$ cat src/rtl/ni_route_packer_pkg.sv
// Shared NoC definitions plus the packer's types, widths and flit layouts.
// The flit-format macros are shared with the switch side of the network.
`ifndef NOC_PARAMETERS_V
`define NOC_PARAMETERS_V
`define FTYPEWD 2
`define ROUTEWD 12
`define FT_HEAD 2'b10
`define FT_BODY 2'b00
`define FT_TAIL 2'b01
`define FT_HEADTAIL 2'b11
`define HDR_LEN_OFS (`FTYPEWD+`ROUTEWD)
`endif

package ni_route_packer_pkg;

  localparam int unsigned FLIT_WIDTH  = 32;
  localparam int unsigned L_SW_OUT    = 2;
  localparam int unsigned DEST_NUM    = 8;
  localparam int unsigned DEST_W      = 3;
  localparam int unsigned LEN_W       = 4;
  localparam int unsigned CREDITS     = 4;
  localparam int unsigned FTYPE_W     = `FTYPEWD;
  localparam int unsigned ROUTE_W     = `ROUTEWD;
  localparam int unsigned HDR_LEN_OFS = `HDR_LEN_OFS;
  localparam int unsigned PL_W        = FLIT_WIDTH - FTYPE_W;
  localparam int unsigned MAX_HOPS    = ROUTE_W / L_SW_OUT;
  localparam int unsigned RSVD_W      = FLIT_WIDTH - HDR_LEN_OFS - LEN_W;
  localparam int unsigned CRED_W      = $clog2(CREDITS + 1);

  typedef enum logic [FTYPE_W-1:0] {
    FT_BODY     = `FT_BODY,
    FT_TAIL     = `FT_TAIL,
    FT_HEAD     = `FT_HEAD,
    FT_HEADTAIL = `FT_HEADTAIL
  } ftype_e;

  typedef enum logic {
    ST_IDLE,
    ST_PAYLOAD
  } state_e;

  // Element 0 is the first hop's output-port selector (lowest bits).
  typedef logic [MAX_HOPS-1:0][L_SW_OUT-1:0] route_t;

  typedef struct packed {
    logic [RSVD_W-1:0] rsvd;
    logic [LEN_W-1:0]  len;
    route_t            route;
    ftype_e            ftype;
  } head_flit_t;

  typedef struct packed {
    logic [PL_W-1:0] data;
    ftype_e          ftype;
  } body_flit_t;

endpackage

$ cat src/rtl/ni_route_packer_table.sv
// Source-route table: one route per destination, synchronous write, combinational read.
// A read in the same cycle as a write to that entry returns the old route.
module ni_route_table
  import ni_route_packer_pkg::*;
(
  input  logic              clock,
  input  logic              reset_n,
  input  logic              i_we,
  input  logic [DEST_W-1:0] i_waddr,
  input  route_t            i_wdata,
  input  logic [DEST_W-1:0] i_raddr,
  output route_t            o_rdata_c
);

  route_t r_mem [DEST_NUM];

  always_ff @(posedge clock or negedge reset_n) begin
    if (!reset_n) begin
      for (int i = 0; i < int'(DEST_NUM); i++) begin
        r_mem[i] <= '0;
      end
    end else if (i_we) begin
      r_mem[i_waddr] <= i_wdata;
    end
  end

  assign o_rdata_c = r_mem[i_raddr];

endmodule

$ cat src/rtl/ni_route_packer.sv
// Initiator NI packetizer: looks up the source route, emits header then body/tail
// flits toward the first switch under credit-based flow control.
module ni_route_packer
  import ni_route_packer_pkg::*;
(
  input  logic                  clock,
  input  logic                  reset_n,
  input  logic                  cfg_we,
  input  logic [DEST_W-1:0]     cfg_addr,
  input  logic [ROUTE_W-1:0]    cfg_route,
  input  logic                  req_valid,
  output logic                  req_ready,
  input  logic [DEST_W-1:0]     req_dest,
  input  logic [LEN_W-1:0]      req_len,
  input  logic                  pl_valid,
  output logic                  pl_ready,
  input  logic [PL_W-1:0]       pl_data,
  output logic [FLIT_WIDTH-1:0] flit_out,
  output logic                  flit_valid,
  input  logic                  credit_in,
  output logic                  credit_err
);

  state_e                r_state, w_state_nxt;
  logic [LEN_W-1:0]      r_len, w_len_nxt;
  logic [LEN_W-1:0]      r_cnt, w_cnt_nxt, w_cnt_inc;
  logic [FLIT_WIDTH-1:0] r_flit, w_flit_nxt;
  logic                  r_flit_valid, w_flit_valid_nxt;
  logic [CRED_W-1:0]     r_credits;
  logic                  r_credit_err;
  logic                  r_alive;
  logic                  w_has_credit;
  logic                  w_send;
  route_t                w_route;
  head_flit_t            w_head;
  body_flit_t            w_body;

  ni_route_table u_table (
    .clock     (clock),
    .reset_n   (reset_n),
    .i_we      (cfg_we),
    .i_waddr   (cfg_addr),
    .i_wdata   (route_t'(cfg_route)),
    .i_raddr   (req_dest),
    .o_rdata_c (w_route)
  );

  // Handshakes stay low in the first cycle after reset release.
  assign w_has_credit = r_alive && (r_credits != CRED_W'(0));
  assign w_cnt_inc    = r_cnt + LEN_W'(1);

  always_ff @(posedge clock or negedge reset_n) begin
    if (!reset_n) begin
      r_state      <= ST_IDLE;
      r_len        <= '0;
      r_cnt        <= '0;
      r_flit       <= '0;
      r_flit_valid <= 1'b0;
      r_alive      <= 1'b0;
    end else begin
      r_state      <= w_state_nxt;
      r_len        <= w_len_nxt;
      r_cnt        <= w_cnt_nxt;
      r_flit       <= w_flit_nxt;
      r_flit_valid <= w_flit_valid_nxt;
      r_alive      <= 1'b1;
    end
  end

  always_comb begin
    w_state_nxt      = r_state;
    w_len_nxt        = r_len;
    w_cnt_nxt        = r_cnt;
    w_flit_nxt       = r_flit;
    w_flit_valid_nxt = 1'b0;
    w_send           = 1'b0;
    req_ready        = 1'b0;
    pl_ready         = 1'b0;

    w_head       = '0;
    w_head.len   = req_len;
    w_head.route = w_route;
    w_head.ftype = (req_len == LEN_W'(0)) ? FT_HEADTAIL : FT_HEAD;

    w_body.data  = pl_data;
    w_body.ftype = (w_cnt_inc == r_len) ? FT_TAIL : FT_BODY;

    case (r_state)
      ST_IDLE: begin
        req_ready = w_has_credit;
        if (req_valid && w_has_credit) begin
          w_send           = 1'b1;
          w_flit_nxt       = w_head;
          w_flit_valid_nxt = 1'b1;
          w_len_nxt        = req_len;
          w_cnt_nxt        = '0;
          if (req_len != LEN_W'(0)) begin
            w_state_nxt = ST_PAYLOAD;
          end
        end
      end
      ST_PAYLOAD: begin
        pl_ready = w_has_credit;
        if (pl_valid && w_has_credit) begin
          w_send           = 1'b1;
          w_flit_nxt       = w_body;
          w_flit_valid_nxt = 1'b1;
          w_cnt_nxt        = w_cnt_inc;
          if (w_cnt_inc == r_len) begin
            w_state_nxt = ST_IDLE;
          end
        end
      end
      default: w_state_nxt = ST_IDLE;
    endcase
  end

  // A send and a returned credit in the same cycle cancel out.
  always_ff @(posedge clock or negedge reset_n) begin
    if (!reset_n) begin
      r_credits    <= CRED_W'(CREDITS);
      r_credit_err <= 1'b0;
    end else begin
      case ({w_send, credit_in})
        2'b10: r_credits <= r_credits - CRED_W'(1);
        2'b01: begin
          if (r_credits == CRED_W'(CREDITS)) begin
            r_credit_err <= 1'b1;
          end else begin
            r_credits <= r_credits + CRED_W'(1);
          end
        end
        default: ;
      endcase
    end
  end

  assign flit_out   = r_flit;
  assign flit_valid = r_flit_valid;
  assign credit_err = r_credit_err;

endmodule

$ cat config.mk
export PLATFORM = sky130hd
export DESIGN_NAME = ni_route_packer
export DESIGN_NICKNAME = d
export VERILOG_FILES = /design/src/rtl/ni_route_packer_pkg.sv /design/src/rtl/ni_route_packer_table.sv /design/src/rtl/ni_route_packer.sv
export SDC_FILE = /design/constraint.sdc
export NUM_CORES = 1
export LEC_CHECK = 0
export ABC_AREA = 1
export CORE_MARGIN = 2
export CORE_UTILIZATION = 25
export CTS_CLUSTER_SIZE = 16
export DETAILED_ROUTE_END_ITERATION = 16
export DONT_BUFFER_PORTS = 1
export GPL_ROUTABILITY_DRIVEN = 1
export GPL_TIMING_DRIVEN = 0
export PLACE_DENSITY = 0.46
export RECOVER_POWER = 100
export SLEW_MARGIN = 0
export SYNTH_ARGS = -nofsm -noshare
export SYNTH_HDL_FRONTEND = slang
export SYNTH_SLANG_ARGS = --single-unit
$ cat constraint.sdc
create_clock -name clock -period 2.45 [get_ports clock]
set_input_delay 0.735 -clock clock [delete_from_list [all_inputs] [get_ports clock]]
set_output_delay 0.735 -clock clock [all_outputs]
set_load 0.005 [all_outputs]
Word-level counts from Yosys, hierarchy flattened --
Index checks and enable logic that the tools add are counted.
Storage, ports and cells: flip-flop bits (word level) 143, input bits 58, output and inout port bits 36
Cells by class: $add $sub $neg 3, order comparisons 3, equal/unequal tests 7, mux-type cells 26, bitwise gates (word level) 3, reductions and logical operators 12
Operators by type and width (number):
- bitwise mux 96 bit | 1
- 2-to-1 mux 32 bit | 2
- one-hot mux 32 bit (2 select lines) | 1
- binary-select mux 12 bit (select 3 bit) | 1
- demux 12 bit (select 3 bit) | 1
- 2-to-1 mux 12 bit | 3
- 2-to-1 mux 1 bit | 10
- >= comparator 4 bit (second input constant) | 2
- 2-to-1 mux 4 bit | 2
- NOT 3 -> 4 bit | 2
- one-hot mux 4 bit (2 select lines) | 1
- AND reduction 2 bit | 4
- one-hot mux 3 bit (2 select lines) | 1
- adder 4 x 1 -> 4 bit (second input constant) | 1
- equality test 4 bit | 1
- logical AND 1 bit | 4
- logical NOT 4 bit | 1
- less-than comparator 4 x 1 -> 1 bit (second input constant) | 1
- != test 2 bit (second input constant) | 2
- one-hot mux 1 bit (2 select lines) | 2
- nonzero test 4 bit | 1
- adder 3 x 1 -> 3 bit (second input constant) | 1
- equality test 3 bit (second input constant) | 1
- 2-to-1 mux 3 bit | 1
- 7 further kinds | 7

Logic depth before layout (Yosys ltp) --
depth in word-level cells 8, mapped depth 10

By module --
Synthesis repeated with hierarchy kept, for this count alone.
Unflattened totals: cells, all modules 893, area total of the unflattened synthesis 6879.1 um2
By module, submodules not included:
- ni_route_table | instances 1, cells an instance 653, area an instance 4722.0 um2
- ni_route_packer | instances 1, cells an instance 240, area an instance 2157.1 um2

Least setup slack after synthesis --
No wires, ideal clock.
path kind input to register, from input port req_valid, to register r_credits[2], setup time 0.061 ns, data arrival time 1.775 ns, data required time 2.389 ns, path slack 0.614 ns, stages 8, buffers on the path 0, path through nand4_4 -> nand3_1 -> fa_1 -> inv_1 -> nand4_1 -> nand3_1 -> nand2_1 -> nand2_1
On the way: longest elaborated chain between the ends 6, elaborated cells between the ends (all ways) 9
Ends and longest elaborated chain:
- start, declared | RTL line ni_route_packer.sv:11 | input logic req_valid,
- logical AND 1 bit (*) | RTL line ni_route_packer.sv:91 | if (req_valid && w_has_credit) begin
- 2-to-1 mux 1 bit (*) | RTL line ni_route_packer.sv:91
- one-hot mux 1 bit (2 select lines) (*) | RTL line ni_route_packer.sv:88 | case (r_state)
- equality test 2 x 1 -> 1 bit / equality test 2 bit (equally long branches) | RTL line ni_route_packer.sv:124 | case ({w_send, credit_in})
- != test 2 bit (no source line) / nonzero test 2 bit (equally long branches)
- AND reduction 2 bit (no source line)
- end signal, assigned | RTL line ni_route_packer.sv:121 | r_credits <= CRED_W'(CREDITS);
- end signal, assigned | RTL line ni_route_packer.sv:125 | 2'b10: r_credits <= r_credits - CRED_W'(1);
- end signal, assigned | RTL line ni_route_packer.sv:130 | r_credits <= r_credits + CRED_W'(1);
- end, declared | RTL line ni_route_packer.sv:29 | logic [CRED_W-1:0] r_credits;
Every way passes the cells marked *; elsewhere a longest branch is shown, timed or not. A chain may end at the register's enable or synchronous reset.

Worst setup path after layout --
from register r_state, to output port req_ready
On the way: longest elaborated chain between the ends 1
Ends and longest elaborated chain:
- start, declared | RTL line ni_route_packer.sv:24 | state_e r_state, w_state_nxt;
- start signal, assigned | RTL line ni_route_packer.sv:61 | r_state <= w_state_nxt;
- 2-to-1 mux 1 bit | RTL line ni_route_packer.sv:88
- end, declared | RTL line ni_route_packer.sv:12 | output logic req_ready,
No other way between the ends.

==> impl_metrics.tcl <==
set metrics [dict create \
    status "finished with violations" \
    violations "max-capacitance violations, max-slew violations" \
    yosys_warnings 0 \
    gp_congestion 0.829 \
    vias 5254 \
    grt_pass1_vias 4961 \
    avgSynthCellArea_um2 8.61 \
    finalCritPeriodShare_pct 87.9 \
    die_h_um 165 \
    ant_nets 0 \
    wl_met3_mm 1.23 \
    grt_max_degree 112 \
    cts_setup_buffers 0 \
    ir_drop_mv 0.452 \
    hold_violations 0 \
    yosysSeqAreaShare_pct 55.2 \
    post-place-cells 1083 \
    final_cell_mix "258 x nand2_1, 142 x dfrtp_1, 107 x o21ai_0" \
    path_clk_slew_ps 70 \
    row_count 58 \
    yosys_register_bits 143 \
    cts_tree "built" \
    critPathArrivalTime_ps 1420 \
    drv_cap 1 \
    n_fill_cell 2726 \
    drt_iter0_drc 516 \
    drc 0 \
    htreeDepth 4 \
    grt_pass1_wl_mm 30.2 \
    drive_gt1_share_pct 8.04 \
    place.detailed.hpwl_mm 13.3 \
    first_pass_iters 7 \
    finalSetupTns_ps 0 \
    route.met2.wl_mm 8.50 \
    wirelength_mm 19.9 \
    ios 94 \
    yosysUniqueCellTypes 36 \
    async_flop_share_pct 100 \
    areaGrowthSynthToFinish_pct 14.1 \
    nNetsFinal 832 \
    highest_layer "met4" \
    start_util_pct 25.6 \
    rsz0062_at_grt "no" \
    grt_usage_pct 14.9 \
    die_w_um 165 \
    diodes 0 \
    m1WireLength_mm 9.87 \
    avgViaCountPerCell 4.72 \
    core_region_area_um2 25300 \
    start_kind "flop" \
    synth_cells 753 \
    fin_skew_ps 11.6 \
    critical_path_class "reg -> out" \
    min_period_ps 2150 \
    grt_remaining_overflow 0 \
    ys.flop_type "dfrtp_1" \
    cts_resized 0 \
    cts_sinks 143 \
    root_buffer "clkbuf_16" \
    final_max_slew_viol_count 34 \
    syn_area_um2 6480 \
    antenna_found_initial 0 \
    required_ps 1710 \
    p_leak_uw 0.00341 \
    end_kind "output pin" \
    fin_cells 1114 \
    maxSlewHeadroom_pct -9.71 \
    numCtsBuffers 17 \
    powerDensity_nw_per_um2 1030 \
    wire_per_inst_um 17.8 \
    cts.path.max_buffers 2 \
    min_path_type "in -> async" \
    fmax_mhz 465 \
    synth_fp_nets 813 \
    die_area_um2 27200 \
    final_common_cell "nand2_1" \
    io_buffer_count 0 \
    setup_viol 0 \
    cp_max_fo 10 \
    insertion_delay_ps 420 \
    worst_pin_slew_ps 1650 \
    synth_edf_count 0 \
]
-- final cells by class --
cell class,instances,area (µm²),share of cell area (%)
Clock inverter,14,145,1.96
Clock buffer,17,425,5.75
Inverter,24,90.1,1.22
Multi-Input combinational cell,541,2490,33.7
Tap cell,330,413,5.58
Sequential cell,143,3580,48.4
Buffer,44,241,3.26
Timing Repair Buffer,1,12.5,0.169
-- metrics by stage --
step	hold slack, ps	util, %	instance area (µm²)	setup slack [ps]	total power (µW)
floorplan	439	-	6480	614	4720
global placement	447	27.2	6900	179	5160
detailed placement	446	27.2	6900	174	5200
CTS	0.361	29.6	7490	44.1	7800
global route	0.780	29.2	7400	116	8120
finish	27.6	29.2	7400	297	7610
-- cells in the mapped netlist (all sizes together), types with 2 or more instances --
library cell	count	area, µm²
xor2	4	35.0
dfrtp	142	3550
nand4	5	61.3
clkbuf	21	78.8
nor2	26	100
o31ai	2	15.0
a21oi	12	60.1
inv	24	95.1
nand2	260	1000
o21ai	109	579
xnor2	3	26.3
buf	24	180
a31oi	4	25.0
nand3	105	526
mux2	4	45.0
-- sequential cells by signal, indices dropped and copies added (netlist names) --
| name | cells |
|---|---|
| r_alive | 1 |
| r_credits | 3 |
| credit_err | 1 |
| r_cnt | 4 |
| flit_valid | 1 |
| r_len | 4 |
| u_table.r_mem | 96 |
| r_state | 1 |
| flit_out | 32 |
-- power by group --
part | internal [µW] | switching, µW | total, µW | leakage (µW)
registers | 3020 | 445 | 3470 | 0.00177
logic | 630 | 959 | 1590 | 0.00137
clock network | 1430 | 1120 | 2550 | 0.000272
total | 5080 | 2530 | 7610 | 0.00341
-- cell families after synthesis --
| logic type | after synthesis | synth area share, % |
|---|---|---|
| and+or+nand+nor | 398 | 26.4 |
| muxes | 4 | 0.695 |
| xor gates and xnor gates | 7 | 0.945 |
| adders and majority gates | 2 | 0.502 |
| DFF | 143 | 55.2 |
| other | 1 | 0.0578 |
| AOI/OAI and AO/OA | 129 | 10.7 |
| buffers and inverters | 69 | 5.46 |
-- timing repair --
item                                    CTS  global route
endpoints found under the setup margin    0             1
hold endpoints to repair                 33             0
hold buffers                              1             0
-- critical path, cell delays in order (launching register included) --
cell and delay (ps):
dfrtp_1 340, buf_6 130, clkbuf_1 390, nor2_1 130
-- per-layer routing --
layer | up-vias | track usage, %
met2 | 149 | 21.5
met5 | - | 0
met1 | 2556 | 22.3
met3 | 19 | 3.22
li1 | 2530 | -
met4 | 0 | 4.23
-- final timing paths --
kind,from,to,slack (ps),cells after the start
worst min-delay path,reset_n,u_table.r_mem[75]$_DFFE_PN0P_,30,0
worst max register to register,r_state$_DFF_PN0_,flit_out[23]$_DFFE_PN0P_,340,8
min in group clock,pl_data[20],flit_out[22]$_DFFE_PN0P_,440,2
worst max-delay path,r_state$_DFF_PN0_,req_ready,300,3
worst min register to register,u_table.r_mem[71]$_DFFE_PN0P_,u_table.r_mem[71]$_DFFE_PN0P_,490,2
max in group asynchronous,reset_n,u_table.r_mem[67]$_DFFE_PN0P_,640,1
Power figures use the tool's default switching activity.
